===== config.mk =====
export PLATFORM = sky130hd
export DESIGN_NAME = spi_slave_core
export DESIGN_NICKNAME = d
export VERILOG_FILES = /design/src/rtl/spi_slave_core.sv
export SDC_FILE = /design/constraint.sdc
export NUM_CORES = 1
export LEC_CHECK = 0
export ABC_AREA = 0
export CAP_MARGIN = 20
export CORE_ASPECT_RATIO = 0.7
export CORE_MARGIN = 4
export CORE_UTILIZATION = 53
export DETAILED_ROUTE_END_ITERATION = 16
export PLACE_DENSITY = 0.78
export SETUP_SLACK_MARGIN = 0.05
export SYNTH_ARGS = -nofsm -noshare
export SYNTH_HDL_FRONTEND = slang
export SYNTH_SLANG_ARGS = --single-unit

===== constraint.sdc =====
create_clock -name wb_clk -period 2 [get_ports wb_clk]
set_clock_uncertainty 0.05 [all_clocks]
set_input_delay 0.2 -clock wb_clk [delete_from_list [all_inputs] [get_ports wb_clk]]
set_output_delay 0.2 -clock wb_clk [all_outputs]
set_load 0.05 [all_outputs]

===== src/rtl/spi_slave_core.sv =====
// spi_slave_core: SPI responder shift engine, oversampling sclk/ss_n/mosi in the wb_clk domain.
// Ports:
//   wb_clk, reset          system clock, synchronous active-high reset
//   cpol, cpha, lsb_first  SPI mode and bit order, latched when a select begins
//   tx_data/valid/ready    holding-register handshake for the next word to send
//   rx_data, rx_valid      last received word and its one-cycle update pulse
//   tx_underrun            pulses when a word starts with no word waiting
//   busy                   high while selected
//   sclk, ss_n, mosi       asynchronous pins from the master
//   miso, miso_oe          data out and its tristate enable
`timescale 1ns/1ps
module spi_slave_core #(
    parameter int WIDTH       = 8,
    parameter int SYNC_STAGES = 2
) (
    input  logic             wb_clk,
    input  logic             reset,
    input  logic             cpol,
    input  logic             cpha,
    input  logic             lsb_first,
    input  logic [WIDTH-1:0] tx_data,
    input  logic             tx_valid,
    output logic             tx_ready,
    output logic [WIDTH-1:0] rx_data,
    output logic             rx_valid,
    output logic             tx_underrun,
    output logic             busy,
    input  logic             sclk,
    input  logic             ss_n,
    input  logic             mosi,
    output logic             miso,
    output logic             miso_oe
);
    localparam int CW = $clog2(WIDTH + 1);

    typedef enum logic {IDLE, ACTIVE} state_t;
    state_t state, state_nxt;

    logic [SYNC_STAGES-1:0] sclk_sync, ss_sync, mosi_sync;
    logic sclk_d, ss_d;
    logic sclk_s, ss_s, mosi_s;
    logic cpol_l, cpha_l, lsb_l;
    logic [WIDTH-1:0] hold, tx_sh, rx_sh, rx_next;
    logic hold_full, skip;
    logic [CW-1:0] bit_cnt;
    logic sclk_edge, lead, trail, ss_fall, ss_rise;
    logic enter, leave, do_sample, do_shift, word_done, word_start, handshake;

    always_ff @(posedge wb_clk) begin
        if (reset) begin
            sclk_sync <= '0;
            ss_sync   <= '1;
            mosi_sync <= '0;
            sclk_d    <= 1'b0;
            ss_d      <= 1'b1;
        end else begin
            sclk_sync <= {sclk_sync[SYNC_STAGES-2:0], sclk};
            ss_sync   <= {ss_sync[SYNC_STAGES-2:0], ss_n};
            mosi_sync <= {mosi_sync[SYNC_STAGES-2:0], mosi};
            sclk_d    <= sclk_s;
            ss_d      <= ss_s;
        end
    end

    assign sclk_s = sclk_sync[SYNC_STAGES-1];
    assign ss_s   = ss_sync[SYNC_STAGES-1];
    assign mosi_s = mosi_sync[SYNC_STAGES-1];

    always_comb begin
        sclk_edge  = sclk_s ^ sclk_d;
        lead       = sclk_edge & (sclk_d == cpol_l);
        trail      = sclk_edge & (sclk_s == cpol_l);
        ss_fall    = ss_d & ~ss_s;
        ss_rise    = ~ss_d & ss_s;
        enter      = (state == IDLE) & ss_fall;
        leave      = (state == ACTIVE) & ss_rise;
        // a deselect in the same cycle as an sclk edge wins; the edge is dropped
        do_sample  = (state == ACTIVE) & ~ss_rise & (cpha_l ? trail : lead);
        do_shift   = (state == ACTIVE) & ~ss_rise & (cpha_l ? lead : trail);
        word_done  = do_sample & (bit_cnt == CW'(WIDTH - 1));
        word_start = enter | word_done;
        handshake  = tx_valid & ~hold_full;
        rx_next    = lsb_l ? {mosi_s, rx_sh[WIDTH-1:1]} : {rx_sh[WIDTH-2:0], mosi_s};
        state_nxt  = enter ? ACTIVE : leave ? IDLE : state;
    end

    always_ff @(posedge wb_clk) begin
        if (reset) begin
            state       <= IDLE;
            cpol_l      <= 1'b0;
            cpha_l      <= 1'b0;
            lsb_l       <= 1'b0;
            hold        <= '0;
            hold_full   <= 1'b0;
            tx_sh       <= '0;
            rx_sh       <= '0;
            rx_data     <= '0;
            rx_valid    <= 1'b0;
            tx_underrun <= 1'b0;
            bit_cnt     <= '0;
            skip        <= 1'b0;
        end else begin
            state       <= state_nxt;
            rx_valid    <= word_done;
            tx_underrun <= word_start & ~hold_full;
            // a handshake coinciding with a word start refills the holding register
            hold_full   <= handshake ? 1'b1 : word_start ? 1'b0 : hold_full;
            if (handshake)
                hold <= tx_data;
            if (enter) begin
                cpol_l <= cpol;
                cpha_l <= cpha;
                lsb_l  <= lsb_first;
            end
            // the first shift edge of a word holds bit 0: always for cpha=1, and for
            // cpha=0 only between back-to-back words (the edge after the final sample)
            if (word_start) begin
                tx_sh <= hold_full ? hold : '0;
                skip  <= enter ? cpha : 1'b1;
            end else if (do_shift) begin
                skip <= 1'b0;
                if (!skip)
                    tx_sh <= lsb_l ? {1'b0, tx_sh[WIDTH-1:1]} : {tx_sh[WIDTH-2:0], 1'b0};
            end else if (leave) begin
                tx_sh <= '0;
            end
            if (enter || leave)
                bit_cnt <= '0;
            else if (do_sample)
                bit_cnt <= word_done ? '0 : bit_cnt + 1'b1;
            if (leave)
                rx_sh <= '0;
            else if (do_sample)
                rx_sh <= rx_next;
            if (word_done)
                rx_data <= rx_next;
        end
    end

    assign tx_ready = ~hold_full;
    assign busy     = (state == ACTIVE);
    assign miso_oe  = busy;
    assign miso     = busy & (lsb_l ? tx_sh[0] : tx_sh[WIDTH-1]);
endmodule

**Yosys cells after proc, flatten, opt, wreduce, memory -nomap -nowiden**

Index checks and enable logic that the tools add are counted.

- $add $sub $neg: 1
- Bitwise operators: 20
- Multiplexer cells: 18
- Eq/ne operators: 4
- Reduce and logical (&&, ||, !) cells: 8

Operator list:

| kind | number |
|---|---|
| $mux 8 | 7 |
| $and 1x1->1 | 13 |
| $mux 1 | 10 |
| $reduce_bool 2->1 | 3 |
| $not 1->1 | 5 |
| $add 4x1->4 const B | 1 |
| $eq 4x3->1 const B | 1 |
| $mux 4 | 1 |
| $reduce_or 2->1 | 2 |
| $ne 3x2->1 const B | 1 |
| $reduce_bool 3->1 | 1 |
| $eq 1x1->1 | 2 |
| $reduce_and 2->1 | 1 |
| $logic_or 1x1->1 | 1 |
| $or 1x1->1 | 1 |
| $xor 1x1->1 | 1 |

- Output and inout bits: 14
- Input bits: 17
- Bits in registers: 52

**Logic depth before layout (Yosys ltp)**

Gate-level depths: netlist (run 1).

- Depth in word-level cells: 9
- Gate-level depth with buffers: 7
- Depth with buffers taken out: 6

**Worst setup path after synthesis (run 1)**

OpenSTA, ideal clock, no wires.

- Kind: register to output
- From: register lsb_l
- To: output port miso
- Buffers on the path: 2
- Data required time: 1.750 ns
- Arrival time: 1.860 ns
- Stages on the path, launching flop included: 5
- Slack: -0.110 ns
- Cells stage by stage: dfxtp_1 clkbuf_1 clkbuf_1 mux2i_1 nor2b_1

- Cells in the longest elaborated chain, start to end: 2

RTL lines:

| element | RTL line | text |
|---|---|---|
| start, declared | 42 | `logic cpol_l, cpha_l, lsb_l;` |
| start signal, assigned | 113 | `lsb_l <= lsb_first;` |
| $mux 1 | 143 | `assign miso = busy & (lsb_l ? tx_sh[0] : tx_sh[WIDTH-1]);` |
| $and 1x1->1 | 143 |  |
| end, declared | 31 | `output logic miso,` |

No other way between the ends.

**Worst setup path after layout (run 1)**

- From: register state (netlist: busy)
- To: output port miso_oe

RTL lines:

| element | RTL line | text |
|---|---|---|
| start, declared | 37 | `state_t state, state_nxt;` |
| start signal, assigned | 103 | `state <= state_nxt;` |
| end, declared | 32 | `output logic miso_oe` |

No word-level cell between the ends.

==> results of run 1 <==
through the flow:
step            util  hold WS, ps
4_1_cts        0.685          374
3_5_place_dp   0.659          351
2_1_floorplan      -          254
6_report       0.704          371
5_1_grt        0.704          381
3_3_place_gp   0.659          341
registers in the layout, summed over array words and instances (netlist names), 2 cells and up:
| signal | cells |
|---|---|
| mosi_sync | 2 |
| sclk_sync | 2 |
| hold | 8 |
| bit_cnt | 4 |
| ss_sync | 2 |
| tx_sh | 8 |
| rx_sh | 8 |
| rx_data | 8 |
critical path, delay by kind of cell, from the launching register on:
kind / cells / cell delay (ps)
flip-flops: 1 / 360
buffers and inverters: 2 / 980
path summary, 6_finish.rpt:
| check | startpoint | endpoint | slack, ps | cells after the start |
|---|---|---|---|---|
| min reg2reg | ss_sync[0]$_SDFF_PP1_ | ss_sync[1]$_SDFF_PP1_ | 370 | 1 |
| max reg2reg | cpha_l$_SDFFE_PP0P_ | tx_sh[4]$_SDFFE_PP0P_ | 130 | 7 |
| min | ss_sync[0]$_SDFF_PP1_ | ss_sync[1]$_SDFF_PP1_ | 370 | 1 |
| max | busy$_SDFFE_PP0P_ | miso_oe | 100 | 2 |
logic make-up (layout without fill, tap and decap cells):
logic type	count (synthesis)	in the layout	synth area share
fa+ha+maj	1	1	0.00564
compound gates	51	51	0.180
xor+xnor	4	4	0.0192
simple gates	82	82	0.184
flops	52	52	0.469
mux	21	21	0.104
buf+inv	18	60	0.0383
layout make-up:
class / instances / area, um^2 / share of cell area
multi-input combinational: 159 / 1110 / 0.397
sequential: 52 / 1040 / 0.373
timing repair buffer: 49 / 468 / 0.167
clock buffer: 6 / 82.6 / 0.0296
tap: 52 / 65.1 / 0.0233
clock inverter: 2 / 15.0 / 0.00537
inverter: 3 / 11.3 / 0.00403
power groups by stage:
stage / clock network (mW) / logic [mW] / registers, mW
2_1_floorplan: 0 / 0.132 / 1.12
3_3_place_gp: 0 / 0.206 / 1.12
3_5_place_dp: 0 / 0.208 / 1.12
4_1_cts: 0.642 / 0.210 / 1.10
5_1_grt: 0.689 / 0.241 / 1.10
6_report: 0.627 / 0.221 / 1.10
routing by layer:
layer	track usage	wire length (um)	part of all wire	vias up
li1	-	-	-	894
met1	0.259	2380	0.53	809
met2	0.254	1830	0.41	31
met3	0.0436	193	0.043	9
met4	0.0771	86	0.019	0
met5	0	0	0	-
what timing repair did:
item / in CTS / in global routing
buffers inserted: 0 / 7
resized for setup: 1 / 2
endpoints found under the setup margin: 1 / 14
pin swaps: 0 / 1
placed cells by master, fill, tap and decap left out, types with 3 or more instances in the layout:
master and count:
a211oi_1 18, a211oi_2 6, a21oi_1 12, a22oi_1 6
buf_4 18, clkbuf_8 6, clkdlybuf4s50_1 28, dfxtp_1 51
inv_1 3, mux2_2 6, mux2i_1 14, nand2_1 20
nor2_1 29, nor2b_1 11, nor3_1 4, o21ai_0 3
or2_2 3, xnor2_1 3
==> impl_results.rst, run 1 <==
.. list-table::
   :header-rows: 1

   * - Metric
     - Value
   * - Status
     - finished, final reports clean
   * - Largest cells by area after synthesis
     - dfxtp_1 (47%), mux2i_1 (6.3%), a211oi_1 (6.1%)
   * - Clock transition at the registers of the reported paths
     - roughly 90 ps
   * - Number of rows created at floorplan
     - 19
   * - Insertion delay to the later sink of the worst-skew pair
     - a little over 300 ps
   * - Number of distinct standard cells referenced by the synthesized netlist
     - 38
   * - Most numerous cell in the Yosys netlist
     - dfxtp_1
   * - Max-capacitance violation count
     - 0
   * - Cell with the biggest individual delay on the critical path
     - clkdlybuf4s50_1
   * - Crit path capture type
     - output port
   * - Hold Fails Final Rpt
     - 0
   * - Initial antenna violation count
     - 0
   * - Register bit total from synthesis
     - 52
   * - Total Wirelength
     - roughly 4500 um
   * - Most area-hungry cell type in the Yosys netlist
     - dfxtp_1
   * - Largest buffer count on any clock path
     - 2
   * - Global-route wire length before repair
     - 7620 um
   * - Headroom to the max-slew limit
     - 0.653
   * - Layout overhead on the synthesized area
     - 25.9%
   * - CTS tree
     - built
   * - Pleak
     - just under 1 nW
   * - Port Buffer Count
     - 30
   * - Internal power of the cells
     - around 1.5 mW
   * - Category of the worst setup path launch point
     - flop
   * - Post-route antenna net violation count
     - 0
   * - Switching part of the total power
     - 0.250
   * - Proportion of power drawn by the clock network
     - 0.323
   * - Crit share post-route
     - 0.950
   * - Final Instance Area
     - 0.00279 mm^2
   * - Commonest register cell after synthesis
     - dfxtp_1
   * - Detailed-route via count
     - around 1,700
   * - Endpoint arrival time on the critical path
     - approximately 1700 ps
   * - Cell area power density
     - 696 mW/mm^2
   * - Flop pwr share
     - 0.564
   * - Via count of the first global-routing pass
     - 1,605
   * - Power, Total
     - just under 2 mW
   * - Peak clock frequency supported by timing
     - ~530 MHz
   * - Pre-antenna DRT Iters
     - 4
   * - DRC Markers
     - 0
   * - Hold buffer count at CTS
     - 0
   * - Combinational cell fraction of total power
     - 0.114
   * - Data required time at the worst endpoint
     - roughly 1800 ps
   * - Synth cell count leaders
     - dfxtp_1 (52), nor2_1 (29), nand2_1 (20)
   * - Number of cells in the design after placement
     - ~310
   * - Number of clock sinks seen by CTS
     - 52
   * - Setup repair after global routing missed its margin
     - yes
   * - Non-filler cells in the finished layout
     - about 320
   * - Number of pins with negative max-slew slack in the final report
     - 0
   * - Setup Crit Path Kind
     - reg2out
   * - Placeable core area
     - slightly below 0.004 mm^2
   * - Routed wirelength normalized by instance count
     - 13.9 um
   * - Instance area after placement
     - between 0.002 and 0.003 mm^2
   * - Netlist Area Pre-Place
     - around 0.0022 mm^2
   * - Initial Utilization
     - 0.559
   * - Number of vias per cell after detailed routing
     - about 5.4
   * - Accumulated negative setup slack
     - 0 ps
   * - Switching power
     - 485 uW
   * - Layout filler cell count
     - between 300 and 400
   * - Number of cells produced by synthesis
     - 229
   * - Maximum single-stage delay on the critical path
     - 810 ps
   * - Inserted Diodes
     - 0
   * - Detailed-placement wirelength estimate
     - about 3200 um
   * - Slew of the pin with the lowest slew margin
     - 519 ps
   * - Post-layout nets
     - 288
   * - List of cells traversed by the critical path
     - buf_4 > clkdlybuf4s50_1
   * - Post-route minimum period
     - 1900 ps
   * - Height of the die
     - 62.1 um
   * - Crit path setup slack, layout
     - 99.7 ps
   * - Final estimated routing congestion in global placement
     - 0.783
   * - GRT Resource Usage Total
     - 0.180
   * - Count of boundary I/O pins
     - 31
   * - Final setup violating endpoints
     - 0
   * - Number of buffers created by CTS
     - 5
   * - Largest net degree at the start of global routing
     - 19
   * - Peak supply drop
     - approximately 0.00053 V
   * - CTS H-Tree Depth
     - 2
   * - Worst slack after detailed placement
     - 31.9 ps
   * - Leftover overflow at the end of global routing
     - 0
   * - Share of the synthesized area in the top cell type
     - 0.469
   * - Max Fanout on Critical Path
     - 11
   * - Number of enable flip-flop cells after synthesis
     - 0
   * - Die area
     - roughly 0.0053 mm^2
   * - Die Span X
     - around 85 um
   * - Hold Crit Class
     - reg2reg
   * - Library cell used as clock root buffer
     - clkbuf_8
   * - Synthesized netlist net count
     - 247
   * - Starting DRT DRC Count
     - 82
   * - Seq/Total Area, Yosys
     - 0.469
   * - Syn avg cell area
     - ~9.7 um^2
   * - Asr flop ratio synth
     - 0
   * - Ratio of cells with drive above 1 in the final layout
     - 0.192
   * - Yosys warnings
     - 0
No activity file was read; power rests on OpenSTA's default activity.
==> run 2, diff against run 1 <==
REMOVE_ABC_BUFFERS = 1   (was default)
==> run 2 against run 1 <==
Final cell count is 0.62% lower; via count is 0.17% higher; sequential share of layout area is 0.12 points higher; combinational power is 2% lower; count of clock-buffer cells in the layout is 1 lower; critical path type unchanged; largest power group unchanged.
==> impl_results.rst, run 2 (synthesized netlist as in run 1, its figures left out) <==
.. list-table::
   :header-rows: 1

   * - Metric
     - Value
   * - Status
     - finished, final reports clean
   * - Accumulated negative setup slack
     - 0 ps
   * - Layout filler cell count
     - a little over 300
   * - Detailed-route via count
     - between 1,500 and 2,000
   * - Detailed-placement wirelength estimate
     - 3280 um
   * - Routed wirelength normalized by instance count
     - 14.6 um
   * - Total Wirelength
     - approximately 4700 um
   * - Number of pins with negative max-slew slack in the final report
     - 0
   * - Category of the worst setup path launch point
     - flop
   * - Leading cell type in the layout, fill and taps excluded
     - dfxtp_1
   * - Final estimated routing congestion in global placement
     - slightly above 0.8
   * - Inserted Diodes
     - 0
   * - Leftover overflow at the end of global routing
     - 0
   * - Stages on the worst setup path
     - 2
   * - CTS tree
     - built
   * - Setup Crit Path Kind
     - reg2out
   * - Hold Fails Final Rpt
     - 0
   * - Peak clock frequency supported by timing
     - 539 MHz
   * - Final setup violating endpoints
     - 0
   * - Number of rows created at floorplan
     - 19
   * - Hold Crit Class
     - reg2reg
   * - Flop pwr share
     - 0.536
   * - Ratio of cells with drive above 1 in the final layout
     - 0.186
   * - Slew of the pin with the lowest slew margin
     - roughly 500 ps
   * - Combinational cell fraction of total power
     - 0.106
   * - Library cell used as clock root buffer
     - clkbuf_8
   * - Depth of the most critical reg-to-reg path
     - 7
   * - Max Fanout on Critical Path
     - 5
   * - Global-route wire length before repair
     - 8140 um
   * - Pleak
     - between 0.9 and 1 nW
   * - Met1 Usage GRT
     - 0.256
   * - Starting DRT DRC Count
     - 94
   * - Die area
     - 0.00530 mm^2
   * - Post-route antenna net violation count
     - 0
   * - Leading cell types in the layout, fill and taps excluded
     - dfxtp_1 (52), nor2_1 (29), clkdlybuf4s50_1 (27), nand2_1 (20)
   * - Layout overhead on the synthesized area
     - 25.3%
   * - Headroom to the max-slew limit
     - 0.665
   * - Met2 global-route usage
     - 0.291
   * - Crit share post-route
     - 0.928
   * - Number of clock sinks seen by CTS
     - 52
   * - List of cells traversed by the critical path
     - inv_1 > clkdlybuf4s50_1
   * - Final Instance Area
     - about 0.0028 mm^2
   * - Crit path capture type
     - output port
   * - Family with the most delay on the worst path
     - buffers and inverters
   * - Height of the die
     - between 60 and 70 um
   * - Max-capacitance violation count
     - 0
   * - Instance area after placement
     - around 0.0026 mm^2
   * - Combined buffer and inverter count along the critical path
     - 2
   * - Port Buffer Count
     - 30
   * - Number of vias per cell after detailed routing
     - 5.44
   * - Die Span X
     - ~85 um
   * - GRT Resource Usage Total
     - 0.190
   * - Sequential cell area
     - 0.00104 mm^2
   * - Cell area power density
     - roughly 730 mW/mm^2
   * - Switching part of the total power
     - 0.244
   * - Internal power of the cells
     - 1.54 mW
   * - Maximum single-stage delay on the critical path
     - ~810 ps
   * - Instance count along the most critical hold path
     - 1
   * - Post-layout nets
     - about 290
   * - Area of combinational cells with multiple inputs
     - between 0.001 and 0.0015 mm^2
   * - CTS H-Tree Depth
     - 2
   * - Pre-antenna DRT Iters
     - 4
   * - GRT busiest layer
     - met2
   * - Via count of the first global-routing pass
     - roughly 1,700
   * - Hold buffer count at CTS
     - 0
   * - Post-route minimum period
     - between 1500 and 2000 ps
   * - Largest buffer count on any clock path
     - 2
   * - Cell with the biggest individual delay on the critical path
     - clkdlybuf4s50_1
   * - Proportion of power drawn by the clock network
     - 0.358
   * - Largest net degree at the start of global routing
     - 25
   * - Insertion delay to the later sink of the worst-skew pair
     - a little over 300 ps
   * - Setup repair after global routing missed its margin
     - no
   * - Count of boundary I/O pins
     - 31
   * - Switching power
     - roughly 500 uW
   * - Peak supply drop
     - 0.000544 V
   * - DRC Markers
     - 0
   * - Data required time at the worst endpoint
     - about 1800 ps
   * - Endpoint arrival time on the critical path
     - between 1500 and 2000 ps
   * - Global-route met3 utilization
     - 0.0687
   * - Clock transition at the registers of the reported paths
     - about 90 ps
   * - Initial antenna violation count
     - 0
   * - Placeable core area
     - 0.00397 mm^2
   * - Initial Utilization
     - 0.559
   * - Number of buffers created by CTS
     - 5
==> run 2: cell count changes in the layout (fill, tap and decap cells not counted), sizes merged <==
cell,change
bufinv,+1
clkdlybuf4s50,-1
clkbuf,-1
clkinvlp,-1
clkinv,+1
dlymetal6s2s,-1
==> run 2: cell type report <==
| type | instances | area share |
|---|---|---|
| repair buffers | 47 | 0.160 |
| inverters | 3 | 0.00405 |
| clock inverters | 3 | 0.0153 |
| multi-input cells | 159 | 0.398 |
| clock buffers | 5 | 0.0247 |
| flip-flops and latches | 52 | 0.374 |
| well taps | 52 | 0.0234 |
==> run 2: routing by layer <==
layer  vias up  wire, um
met5         -         0
met4         0        46
met3         5       221
met2        25      2080
met1       828      2330
li1        888         -
==> run 2: metrics by stage <==
stage                     setup WS (ps)  cells  total power, mW  hold WS, ps  utilization
after detailed placement          -1.60    308             1.33          351        0.656
after global placement              155    308             1.32          343        0.656
after floorplan                    -750    214             1.23          215            -
after CTS                           116    316             2.05          373        0.686
final                               144    321             2.04          372        0.701
after global routing               69.4    321             2.13          384        0.701
==> run 2: repair_timing <==
| action | in CTS | in global routing |
|---|---|---|
| resized for setup | 1 | 1 |
| endpoints found under the setup margin | 5 | 13 |
| buffers inserted | 0 | 5 |
| endpoints found under the hold margin | 0 | 0 |
| pin swaps | 0 | 1 |
==> run 2: power by group through the flow <==
stage	Sequential, mW	Clock, mW	Combinational, mW
3_3_place_gp	1.12	0	0.206
2_1_floorplan	1.12	0	0.105
3_5_place_dp	1.12	0	0.209
6_report	1.10	0.732	0.217
5_1_grt	1.10	0.797	0.235
4_1_cts	1.10	0.744	0.211
==> run 2: worst paths after layout <==
| check | startpoint | end | slack (ps) |
|---|---|---|---|
| max | hold_full$_SDFFE_PP0P_ | tx_ready | 140 |
| min | ss_sync[0]$_SDFF_PP1_ | ss_sync[1]$_SDFF_PP1_ | 370 |
| max reg2reg | cpha_l$_SDFFE_PP0P_ | tx_sh[5]$_SDFFE_PP0P_ | 190 |
| min reg2reg | ss_sync[0]$_SDFF_PP1_ | ss_sync[1]$_SDFF_PP1_ | 370 |
==> run 2: worst register-to-register path, cell delays in order (launching register included) <==
cell and delay, ps:
dfxtp_1 340, xnor2_2 270, mux2i_4 320, buf_4 210
o211ai_4 90, buf_12 170, buf_4 140, a211oi_2 160
